## src/rtl/stream_mux_rr_if.sv

```systemverilog
// Handshake bundle for stream_mux_rr: N input streams in, one registered stream out.
// STREAM_MUX_PACKET_LOCK_EN adds the inLast/outLast packet framing signals.
interface stream_mux_rr_if #(
  parameter int nrOfBits   = 8,
  parameter int nrOfInputs = 4,
  parameter int selBits    = 2
);
  logic                           enable;
  logic                           mode;
  logic [selBits-1:0]             sel;
  logic [nrOfInputs*nrOfBits-1:0] muxIn;
  logic [nrOfInputs-1:0]          inValid;
  logic [nrOfInputs-1:0]          inReady;
  logic [nrOfBits-1:0]            muxOut;
  logic                           outValid;
  logic                           outReady;
  logic [selBits-1:0]             outGrant;
`ifdef STREAM_MUX_PACKET_LOCK_EN
  logic [nrOfInputs-1:0]          inLast;
  logic                           outLast;
`endif

  modport master (
`ifdef STREAM_MUX_PACKET_LOCK_EN
    output inLast,
    input  outLast,
`endif
    output enable,
    output mode,
    output sel,
    output muxIn,
    output inValid,
    output outReady,
    input  inReady,
    input  muxOut,
    input  outValid,
    input  outGrant
  );

  modport slave (
`ifdef STREAM_MUX_PACKET_LOCK_EN
    input  inLast,
    output outLast,
`endif
    input  enable,
    input  mode,
    input  sel,
    input  muxIn,
    input  inValid,
    input  outReady,
    output inReady,
    output muxOut,
    output outValid,
    output outGrant
  );
endinterface

```

## src/rtl/stream_mux_rr.sv

```systemverilog
// Registered N:1 stream mux, fixed-select or round-robin, with valid/ready.
// Optional packet lock when STREAM_MUX_PACKET_LOCK_EN is defined.
module stream_mux_rr #(
  parameter int nrOfBits   = 8,
  parameter int nrOfInputs = 4,
  parameter int selBits    = 2
) (
  input logic             clock,
  input logic             reset,
  stream_mux_rr_if.slave  bus
);

  logic [nrOfBits-1:0] mux_q;
  logic                vld_q;
  logic [selBits-1:0]  gnt_q;
  logic [selBits-1:0]  rr_ptr;

  logic                space;
  logic                out_xfer;
  logic                in_xfer;

  logic                fix_found;
  logic                rr_found;
  logic [selBits-1:0]  rr_idx;
  logic                has_choice;
  logic [selBits-1:0]  choice;
  logic [nrOfBits-1:0] choice_data;
  logic [nrOfInputs-1:0] ready_vec;

  int                  j;
  logic [selBits-1:0]  j_idx;

`ifdef STREAM_MUX_PACKET_LOCK_EN
  logic                lock_q;
  logic [selBits-1:0]  lock_ch;
  logic                last_q;
  logic                last_bit;
`endif

  assign space    = ~vld_q | bus.outReady;
  assign out_xfer = vld_q & bus.outReady;

  assign fix_found = (int'(bus.sel) < nrOfInputs)
                   && bus.inValid[bus.sel];

  // Scan starts one past the last winner so every requester gets a turn.
  always_comb begin
    rr_found = 1'b0;
    rr_idx   = '0;
    j        = 0;
    j_idx    = '0;
    for (int k = 1; k <= nrOfInputs; k++) begin
      j = int'(rr_ptr) + k;
      if (j >= nrOfInputs) j = j - nrOfInputs;
      j_idx = j[selBits-1:0];
      if (!rr_found && bus.inValid[j_idx]) begin
        rr_found = 1'b1;
        rr_idx   = j_idx;
      end
    end
  end

  always_comb begin
    has_choice = 1'b0;
    choice     = '0;
`ifdef STREAM_MUX_PACKET_LOCK_EN
    if (lock_q) begin
      has_choice = bus.inValid[lock_ch];
      choice     = lock_ch;
    end else
`endif
    if (bus.mode) begin
      has_choice = rr_found;
      choice     = rr_idx;
    end else begin
      has_choice = fix_found;
      choice     = bus.sel;
    end
  end

  assign in_xfer = has_choice & bus.enable & space;

  always_comb begin
    ready_vec   = '0;
    choice_data = '0;
    for (int i = 0; i < nrOfInputs; i++) begin
      if (choice == selBits'(i)) begin
        choice_data  = bus.muxIn[i*nrOfBits +: nrOfBits];
        ready_vec[i] = in_xfer;
      end
    end
  end

`ifdef STREAM_MUX_PACKET_LOCK_EN
  assign last_bit = bus.inLast[choice];
`endif

  always_ff @(posedge clock or posedge reset) begin
    if (reset) begin
      mux_q  <= '0;
      vld_q  <= 1'b0;
      gnt_q  <= '0;
      rr_ptr <= selBits'(nrOfInputs - 1);
    end else if (in_xfer) begin
      mux_q <= choice_data;
      vld_q <= 1'b1;
      gnt_q <= choice;
`ifdef STREAM_MUX_PACKET_LOCK_EN
      if (bus.mode && last_bit) rr_ptr <= choice;
`else
      if (bus.mode) rr_ptr <= choice;
`endif
    end else if (out_xfer) begin
      vld_q <= 1'b0;
    end
  end

`ifdef STREAM_MUX_PACKET_LOCK_EN
  // Lock holds the channel until its last word is accepted.
  always_ff @(posedge clock or posedge reset) begin
    if (reset) begin
      lock_q  <= 1'b0;
      lock_ch <= '0;
      last_q  <= 1'b0;
    end else if (in_xfer) begin
      lock_q  <= ~last_bit;
      lock_ch <= choice;
      last_q  <= last_bit;
    end
  end

  assign bus.outLast = last_q;
`endif

  assign bus.inReady  = ready_vec;
  assign bus.muxOut   = mux_q;
  assign bus.outValid = vld_q;
  assign bus.outGrant = gnt_q;

endmodule

```

## src/flat_wrapper.sv

```systemverilog
// flat-port wrapper written by rule: the top's interface ports become plain ports
module stream_mux_rr_flat 
#(
  parameter int nrOfBits   = 8,
  parameter int nrOfInputs = 4,
  parameter int selBits    = 2
)
  (clock, reset, bus_enable, bus_mode, bus_sel, bus_muxIn, bus_inValid, bus_outReady, bus_inReady, bus_muxOut, bus_outValid, bus_outGrant);
  stream_mux_rr_if #(.nrOfBits(nrOfBits), .nrOfInputs(nrOfInputs), .selBits(selBits)) bus_i ();
  input logic clock;
  input logic reset;
  input wire logic [$bits(bus_i.enable)-1:0] bus_enable;
  input wire logic [$bits(bus_i.mode)-1:0] bus_mode;
  input wire logic [$bits(bus_i.sel)-1:0] bus_sel;
  input wire logic [$bits(bus_i.muxIn)-1:0] bus_muxIn;
  input wire logic [$bits(bus_i.inValid)-1:0] bus_inValid;
  input wire logic [$bits(bus_i.outReady)-1:0] bus_outReady;
  output wire logic [$bits(bus_i.inReady)-1:0] bus_inReady;
  output wire logic [$bits(bus_i.muxOut)-1:0] bus_muxOut;
  output wire logic [$bits(bus_i.outValid)-1:0] bus_outValid;
  output wire logic [$bits(bus_i.outGrant)-1:0] bus_outGrant;
  assign bus_i.enable = bus_enable;
  assign bus_i.mode = bus_mode;
  assign bus_i.sel = bus_sel;
  assign bus_i.muxIn = bus_muxIn;
  assign bus_i.inValid = bus_inValid;
  assign bus_i.outReady = bus_outReady;
  assign bus_inReady = bus_i.inReady;
  assign bus_muxOut = bus_i.muxOut;
  assign bus_outValid = bus_i.outValid;
  assign bus_outGrant = bus_i.outGrant;
  stream_mux_rr #(.nrOfBits(nrOfBits), .nrOfInputs(nrOfInputs), .selBits(selBits)) u_core (.clock(clock), .reset(reset), .bus(bus_i));
endmodule
```

## config.mk

```make
export PLATFORM = sky130hd
export DESIGN_NAME = stream_mux_rr_flat
export DESIGN_NICKNAME = d
export VERILOG_FILES = /design/src/rtl/stream_mux_rr_if.sv /design/src/rtl/stream_mux_rr.sv /design/src/flat_wrapper.sv
export SDC_FILE = /design/constraint.sdc
export NUM_CORES = 1
export LEC_CHECK = 0
export CELL_PAD_IN_SITES_DETAIL_PLACEMENT = 1
export CELL_PAD_IN_SITES_GLOBAL_PLACEMENT = 1
export CORE_MARGIN = 10
export CORE_UTILIZATION = 29
export DETAILED_ROUTE_END_ITERATION = 6
export PLACE_DENSITY = 0.76
export SETUP_SLACK_MARGIN = 0.15
export SLEW_MARGIN = 20
export SYNTH_ARGS = -nofsm -noshare
export SYNTH_HDL_FRONTEND = slang
export SYNTH_SLANG_ARGS = --single-unit
export TNS_END_PERCENT = 100
```

## constraint.sdc

```tcl
create_clock -name clock -period 3.4 [get_ports clock]
set_clock_uncertainty 0.1 [all_clocks]
set_input_delay 0.68 -clock clock [delete_from_list [all_inputs] [get_ports clock]]
set_output_delay 0.68 -clock clock [all_outputs]
set_load 0.01 [all_outputs]
```

# Word-level counts from Yosys, hierarchy flattened

Cells that the tools add are included.

Register bits: 13
Input port bits: 43
Output and inout port bits: 15
Word-level logic and storage cells: 72

Add/sub/neg operators: 8
Order comparisons: 9
Eq/ne operators: 3
Mux-type cells: 34
Bitwise gates (word level): 5
Reduce and logical (&&, ||, !) cells: 9

Operators by type and width:

| cell                  | number |
|---|---|
| $mux W8               | 4 |
| $mux W2               | 9 |
| $mux W1               | 16 |
| $lt A2 B3 Y1 const B  | 5 |
| $bmux W1 S2           | 5 |
| $ge A3 B3 Y1 const B  | 3 |
| $sub A2 B1 Y2 const B | 4 |
| $add A2 B2 Y3 const B | 2 |
| $add A2 B3 Y4 const B | 1 |
| $eq A2 B2 Y1 const B  | 2 |
| $ge A4 B3 Y1 const B  | 1 |
| $add A2 B1 Y3 const B | 1 |
| $and A1 B1 Y1         | 3 |
| $logic_and A1 B1 Y1   | 3 |
| $logic_not A1 Y1      | 3 |
| $eq A2 B1 Y1 const B  | 1 |
| $logic_not A2 Y1      | 1 |
| $reduce_and A2 Y1     | 1 |
| $reduce_bool A2 Y1    | 1 |
| $not A1 Y1            | 1 |
| $or A1 B1 Y1          | 1 |

# Longest topological paths before layout

Depth after elaboration: 21
Gate-level depth with buffers: 8
Mapped depth without buffers: 6

# Worst setup path before layout

No wires, ideal clock.

Path type: input-to-output
From: input port bus_sel[1]
To: output port bus_inReady[3]
Arrival: 2123 ps
Required time: 2620 ps
Path slack: 497 ps
Cell stages on the path: 7
Buffers on the path: 2
Cell sequence: buf_2 > mux4_2 > or2_2 > and4_1 > buf_4 > nand2_1 > nor2_1

Longest elaborated chain between the ends: 6
Elaborated cells on any way between the ends: 8
Those cells by class: 1 x eq/ne; 5 x mux; 2 x bitwise

Ends and longest elaborated chain:

| element                       | line                | RTL |
|---|---|---|
| from (decl)                   | flat_wrapper.sv:14  | `input wire logic [$bits(bus_i.sel)-1:0] bus_sel;` |
| $bmux W1 S2                   | stream_mux_rr.sv:44 | `&& bus.inValid[bus.sel];` |
| $mux W1 (implied by the code) | stream_mux_rr.sv:44 |  |
| $mux W1                       | stream_mux_rr.sv:72 | `if (bus.mode) begin` |
| $and A1 B1 Y1 (2 in a row)    | stream_mux_rr.sv:81 | `assign in_xfer = has_choice & bus.enable & space;` |
| $mux W1 *                     | stream_mux_rr.sv:87 | `if (choice == selBits'(i)) begin` |
| to (decl)                     | flat_wrapper.sv:18  | `output wire logic [$bits(bus_i.inReady)-1:0] bus_inReady;` |

Every way passes the cells marked *; elsewhere a longest branch is shown, timed or not. The select of a mux whose other input is x is not followed.

# Worst setup path after layout

From: input port bus_inValid[0]
To: output port bus_inReady[1]

Longest elaborated chain between the ends: 16
Elaborated cells on any way between the ends: 30
Those cells by class: 1 x eq/ne; 21 x mux; 2 x bitwise; 6 x reduce/logical

Ends and longest elaborated chain:

| element                       | line                | RTL |
|---|---|---|
| from (decl)                   | flat_wrapper.sv:16  | `input wire logic [$bits(bus_i.inValid)-1:0] bus_inValid;` |
| $bmux W1 S2                   | stream_mux_rr.sv:56 | `if (!rr_found && bus.inValid[j_idx]) begin` |
| $mux W1 (implied by the code) | stream_mux_rr.sv:56 |  |
| $mux W1                       | stream_mux_rr.sv:56 |  |
| $logic_not A1 Y1              | stream_mux_rr.sv:56 |  |
| $logic_and A1 B1 Y1           | stream_mux_rr.sv:56 |  |
| $mux W1                       | stream_mux_rr.sv:56 |  |
| $logic_not A1 Y1              | stream_mux_rr.sv:56 |  |
| $logic_and A1 B1 Y1           | stream_mux_rr.sv:56 |  |
| $mux W1                       | stream_mux_rr.sv:56 |  |
| $logic_not A1 Y1              | stream_mux_rr.sv:56 |  |
| $logic_and A1 B1 Y1           | stream_mux_rr.sv:56 |  |
| $mux W1                       | stream_mux_rr.sv:56 |  |
| $mux W1                       | stream_mux_rr.sv:72 |  |
| $and A1 B1 Y1 (2 in a row)    | stream_mux_rr.sv:81 |  |
| $mux W1 *                     | stream_mux_rr.sv:87 |  |

Marks and branches as above.

==> metrics.md <==
| Metric | Value |
|---|---|
| Status | `finished, final reports clean` |
| Number of CTS-inserted buffers | `3` |
| Fin cells | `284` |
| Period minus WS final | `around 3.1 ns` |
| Ordered cell list for the critical path | `clkdlybuf4s15_1 > buf_4 > buf_6 > mux4_2 > or2_4 > nand4_1 > buf_6 > buf_4 > nor2_1 > buf_2` |
| Top Usage Layer GRT | `met2` |
| Required time of the critical path | `2.62 ns` |
| Mapped Nets | `about 180` |
| First-iteration detailed-routing DRC count | `69` |
| Core area | `4060 sq um` |
| # placed instances | `276` |
| DIE WIDTH | `85.1 um` |
| Kind of critical path | `in2out` |
| Number of distinct standard cells referenced by the synthesized netlist | `46` |
| Cell with the most instances after synthesis | `nor2_1` |
| Arrival time of the worst setup path | `2.37 ns` |
| RePlAce Congestion | `0.870` |
| Leading post-synthesis cells by cell area | `dfrtp_1, mux2i_1, mux2_2, dfstp_2, nor2_1` |
| Hold buffer count at CTS | `0` |
| Xor/xnor share of the synthesized area | `0%` |
| Count of port buffers added during placement | `57` |
| Part of the cycle the worst path needs | `92.5%` |
| Deepest level of the CTS H-tree | `1` |
| Commonest cells post-synth | `nor2_1, dfrtp_1, mux2i_1, nand2_1, a21oi_1` |
| Crit path capture type | `primary output` |
| Switching power | `~400 uW` |
| Clock transition time at the flip-flop clock pins of the worst setup and hold paths | `0.06 ns` |
| Slowest stage delay, CP | `0.44 ns` |
| Main combinational cell family by area after synthesis | `compound AO/OA/AOI/OAI gates` |
| Clock root buffer master | `clkbuf_8` |
| Synthesized-area fraction occupied by ao, oa, aoi and oai cells | `between 20% and 30%` |
| Synthesized area | `1230 sq um` |
| Worst-case setup slack after placement | `-0.427 ns` |
| Max-slew headroom at the worst pin | `67.4%` |
| Vias in the first global route | `around 1700` |
| Initial antenna violation count | `0` |
| Yosys top cell by area | `dfrtp_1` |
| Number of nets at the end of the flow | `between 200 and 300` |
| Clock sinks | `13` |
| First-pass GRT wire length | `8530 um` |
| Total buffers and inverters traversed by the critical path | `6` |
| Global routing usage summed across all routing layers | `14.0%` |
| Number of storage elements in the synthesis netlist | `13` |
| Hold Fails Final Rpt | `0` |
| Post-synthesis share of cell area spent on full adders, half adders and majority gates | `0%` |
| Proportion of netlist area held by the largest area contributor | `~22%` |
| Residual DRC count | `0` |
| Number of vias per cell | `approximately 5.2` |
| Met1 Track Usage GR | `between 10% and 20%` |
| Number of enable-type register cells in the synthesized netlist | `0` |
| Fillcell total | `479` |
| Worst vdd rail ir drop | `between 150 and 200 uV` |
| Maximum fanout along the worst path | `7` |
| RSZ-0062 raised after global routing | `no` |
| Top FF cell, synth | `dfrtp_1` |
| Routed via count | `1482` |
| Fraction of synthesis flops using an asynchronous set or reset pin | `100%` |
| Clock tree from TritonCTS | `done` |
| Tightest Pin Transition | `0.488 ns` |
| Sw frac | `between 30% and 40%` |
| Part of the power in the clock network | `12.1%` |
| Critical-path top delay cell | `mux4_2` |
| Diodes inserted | `0` |
| Part of the power in combinational logic | `a little over three fifths` |
| Path type of the worst min-delay path | `reg2reg` |
| Share of cells above drive strength 1 | `about a third` |
| Final standard cell area without fillers | `2200 sq um` |
| Cells after Synth | `between 100 and 150` |
| WL per Instance | `18.3 um` |
| Max clock buf depth | `2` |
| Die ar. | `7240 sq um` |
| GR Util met2 | `26.7%` |
| Reported max-cap violation count | `0` |
| IO Pins | `58` |
| P&R area growth vs syn | `78.9%` |
| Final core occ | `54.2%` |
| Post-synthesis share of cell area spent on and, or, nand and nor gates | `around 21%` |
| Effective utilization at floorplan | `between 30% and 40%` |
| Fin worst setup slack | `0.254 ns` |
| Remaining Overflow, GRT | `0` |
| Leak Pwr | `0.000934 uW` |
| Count of yosys warnings during synthesis | `0` |
| Post-DP HPWL | `4320 um` |
| Worst Reg-to-Reg Cells | `9` |
| Max-slew violations | `0` |
| Die outline height | `roughly 85 um` |
| Synthesized area divided by synthesized cell count | `8.71 sq um` |
| FF-to-FF setup slack | `0.86 ns` |
| Kind of launch point of the worst setup path | `primary input` |
| Multiplexer area fraction after synthesis | `20.3%` |
| Internal Dissipation | `685 uW` |
| Met3 GRT Util | `3.54%` |
| Maximum number of pins on one net before global-route repair | `21` |
| Sequential share of power | `25.0%` |
| Final number of setup-violating endpoints | `0` |
| First-pass iteration count of the detailed router | `4` |
| Number of cells on the critical path | `10` |
| Clock latency on the worst-skew pair | `0.23 ns` |
| Worst Hold Depth | `1` |
| Total Negative Setup Slacks | `0 ns` |
| Number of core rows | `23` |
| Final Routed Wirelength | `5200 um` |
| Family of cells with the greatest summed delay on the critical path | `buffers and inverters` |
| Fmax | `318 MHz` |
| Power per unit of standard cell area | `499 nW/um^2` |
| DRT antenna net count | `0` |
| Placement Cell Area | `2090 sq um` |
| Sequential cell area fraction in the yosys report | `26.7%` |
==> cell type report <==
cell class                 instances  area [sq um]  area share, %
clock buffer                       4          45.0           2.05
inverter                           6          22.5           1.02
multi-input combinational        112           865           39.3
sequential                        13           328           14.9
tap                               50          62.6           2.85
timing repair buffer              99           876           39.8
==> per-layer routing <==
layer / share of wire [%] / routed length [um] / up-vias
met3: 6.3 / 328 / 6
met1: 40 / 2070 / 717
met4: 1.3 / 65 / 0
met5: 0 / 0 / -
met2: 53 / 2730 / 46
li1: - / - / 713
==> power by group through the flow <==
stage | sequential (uW) | combinational [uW] | clock [uW]
2_1_floorplan | 274 | 322 | 0
3_3_place_gp | 271 | 640 | 0
3_5_place_dp | 278 | 668 | 0
4_1_cts | 277 | 691 | 137
5_1_grt | 283 | 746 | 145
6_report | 275 | 689 | 133
==> placed cells by master (no fill, tap or decap), drive strengths merged, types with 2 or more instances in the layout <==
master,netlist,routed
a21oi,9,9
a31oi,4,4
buf,7,46
clkbuf,3,4
clkdlybuf4s50,0,48
dfrtp,11,11
dfstp,2,2
dlygate4sd2,0,4
inv,6,6
mux2,8,8
mux2i,11,11
mux4,2,2
nand2,11,11
nand2b,5,5
nand3,4,4
nor2,14,14
nor2b,3,3
nor3,2,2
nor3b,2,2
o21ai,7,7
o221a,5,5
o22ai,3,3
o2bb2ai,2,2
o311ai,2,2
or2,2,2
==> stage by stage <==
step	power, uW	hold WS, ns
6_report	1100	0.404
4_1_cts	1100	0.409
3_5_place_dp	946	0.392
3_3_place_gp	910	0.374
2_1_floorplan	595	0.422
5_1_grt	1170	0.436
==> timing repair <==
action | in CTS | in global routing
endpoints found under the setup margin | 4 | 1
setup buffers | 3 | 1
pin swaps | 3 | 1
gates resized for setup | 32 | 4
==> logic make-up after synthesis <==
| kind of cell | after synthesis |
|---|---|
| AOI/OAI and AO/OA | 41 |
| muxes | 21 |
| and+or+nand+nor | 50 |
| buffers and inverters | 16 |
| DFF | 13 |
==> path summary, 6_finish.rpt <==
| check | startpoint | endpoint |
|---|---|---|
| setup / recovery | bus_inValid[0] | bus_inReady[1] |
| hold / removal | u_core.bus.muxOut[4]$_DFFE_PP0P_ | u_core.bus.muxOut[4]$_DFFE_PP0P_ |
| setup reg to reg | u_core.rr_ptr[0]$_DFFE_PP1P_ | u_core.rr_ptr[1]$_DFFE_PP1P_ |
| hold reg to reg | u_core.bus.muxOut[4]$_DFFE_PP0P_ | u_core.bus.muxOut[4]$_DFFE_PP0P_ |
| max in group asynchronous | reset | u_core.rr_ptr[1]$_DFFE_PP1P_ |
| min in group asynchronous | reset | u_core.bus.outGrant[1]$_DFFE_PP0P_ |
==> state kept, by name, indices dropped and copies added, names as in the netlist <==
register,cells
u_core.rr_ptr,2
u_core.bus.outValid,1
u_core.bus.outGrant,2
u_core.bus.muxOut,8
No activity file was read; power rests on OpenSTA's default activity.
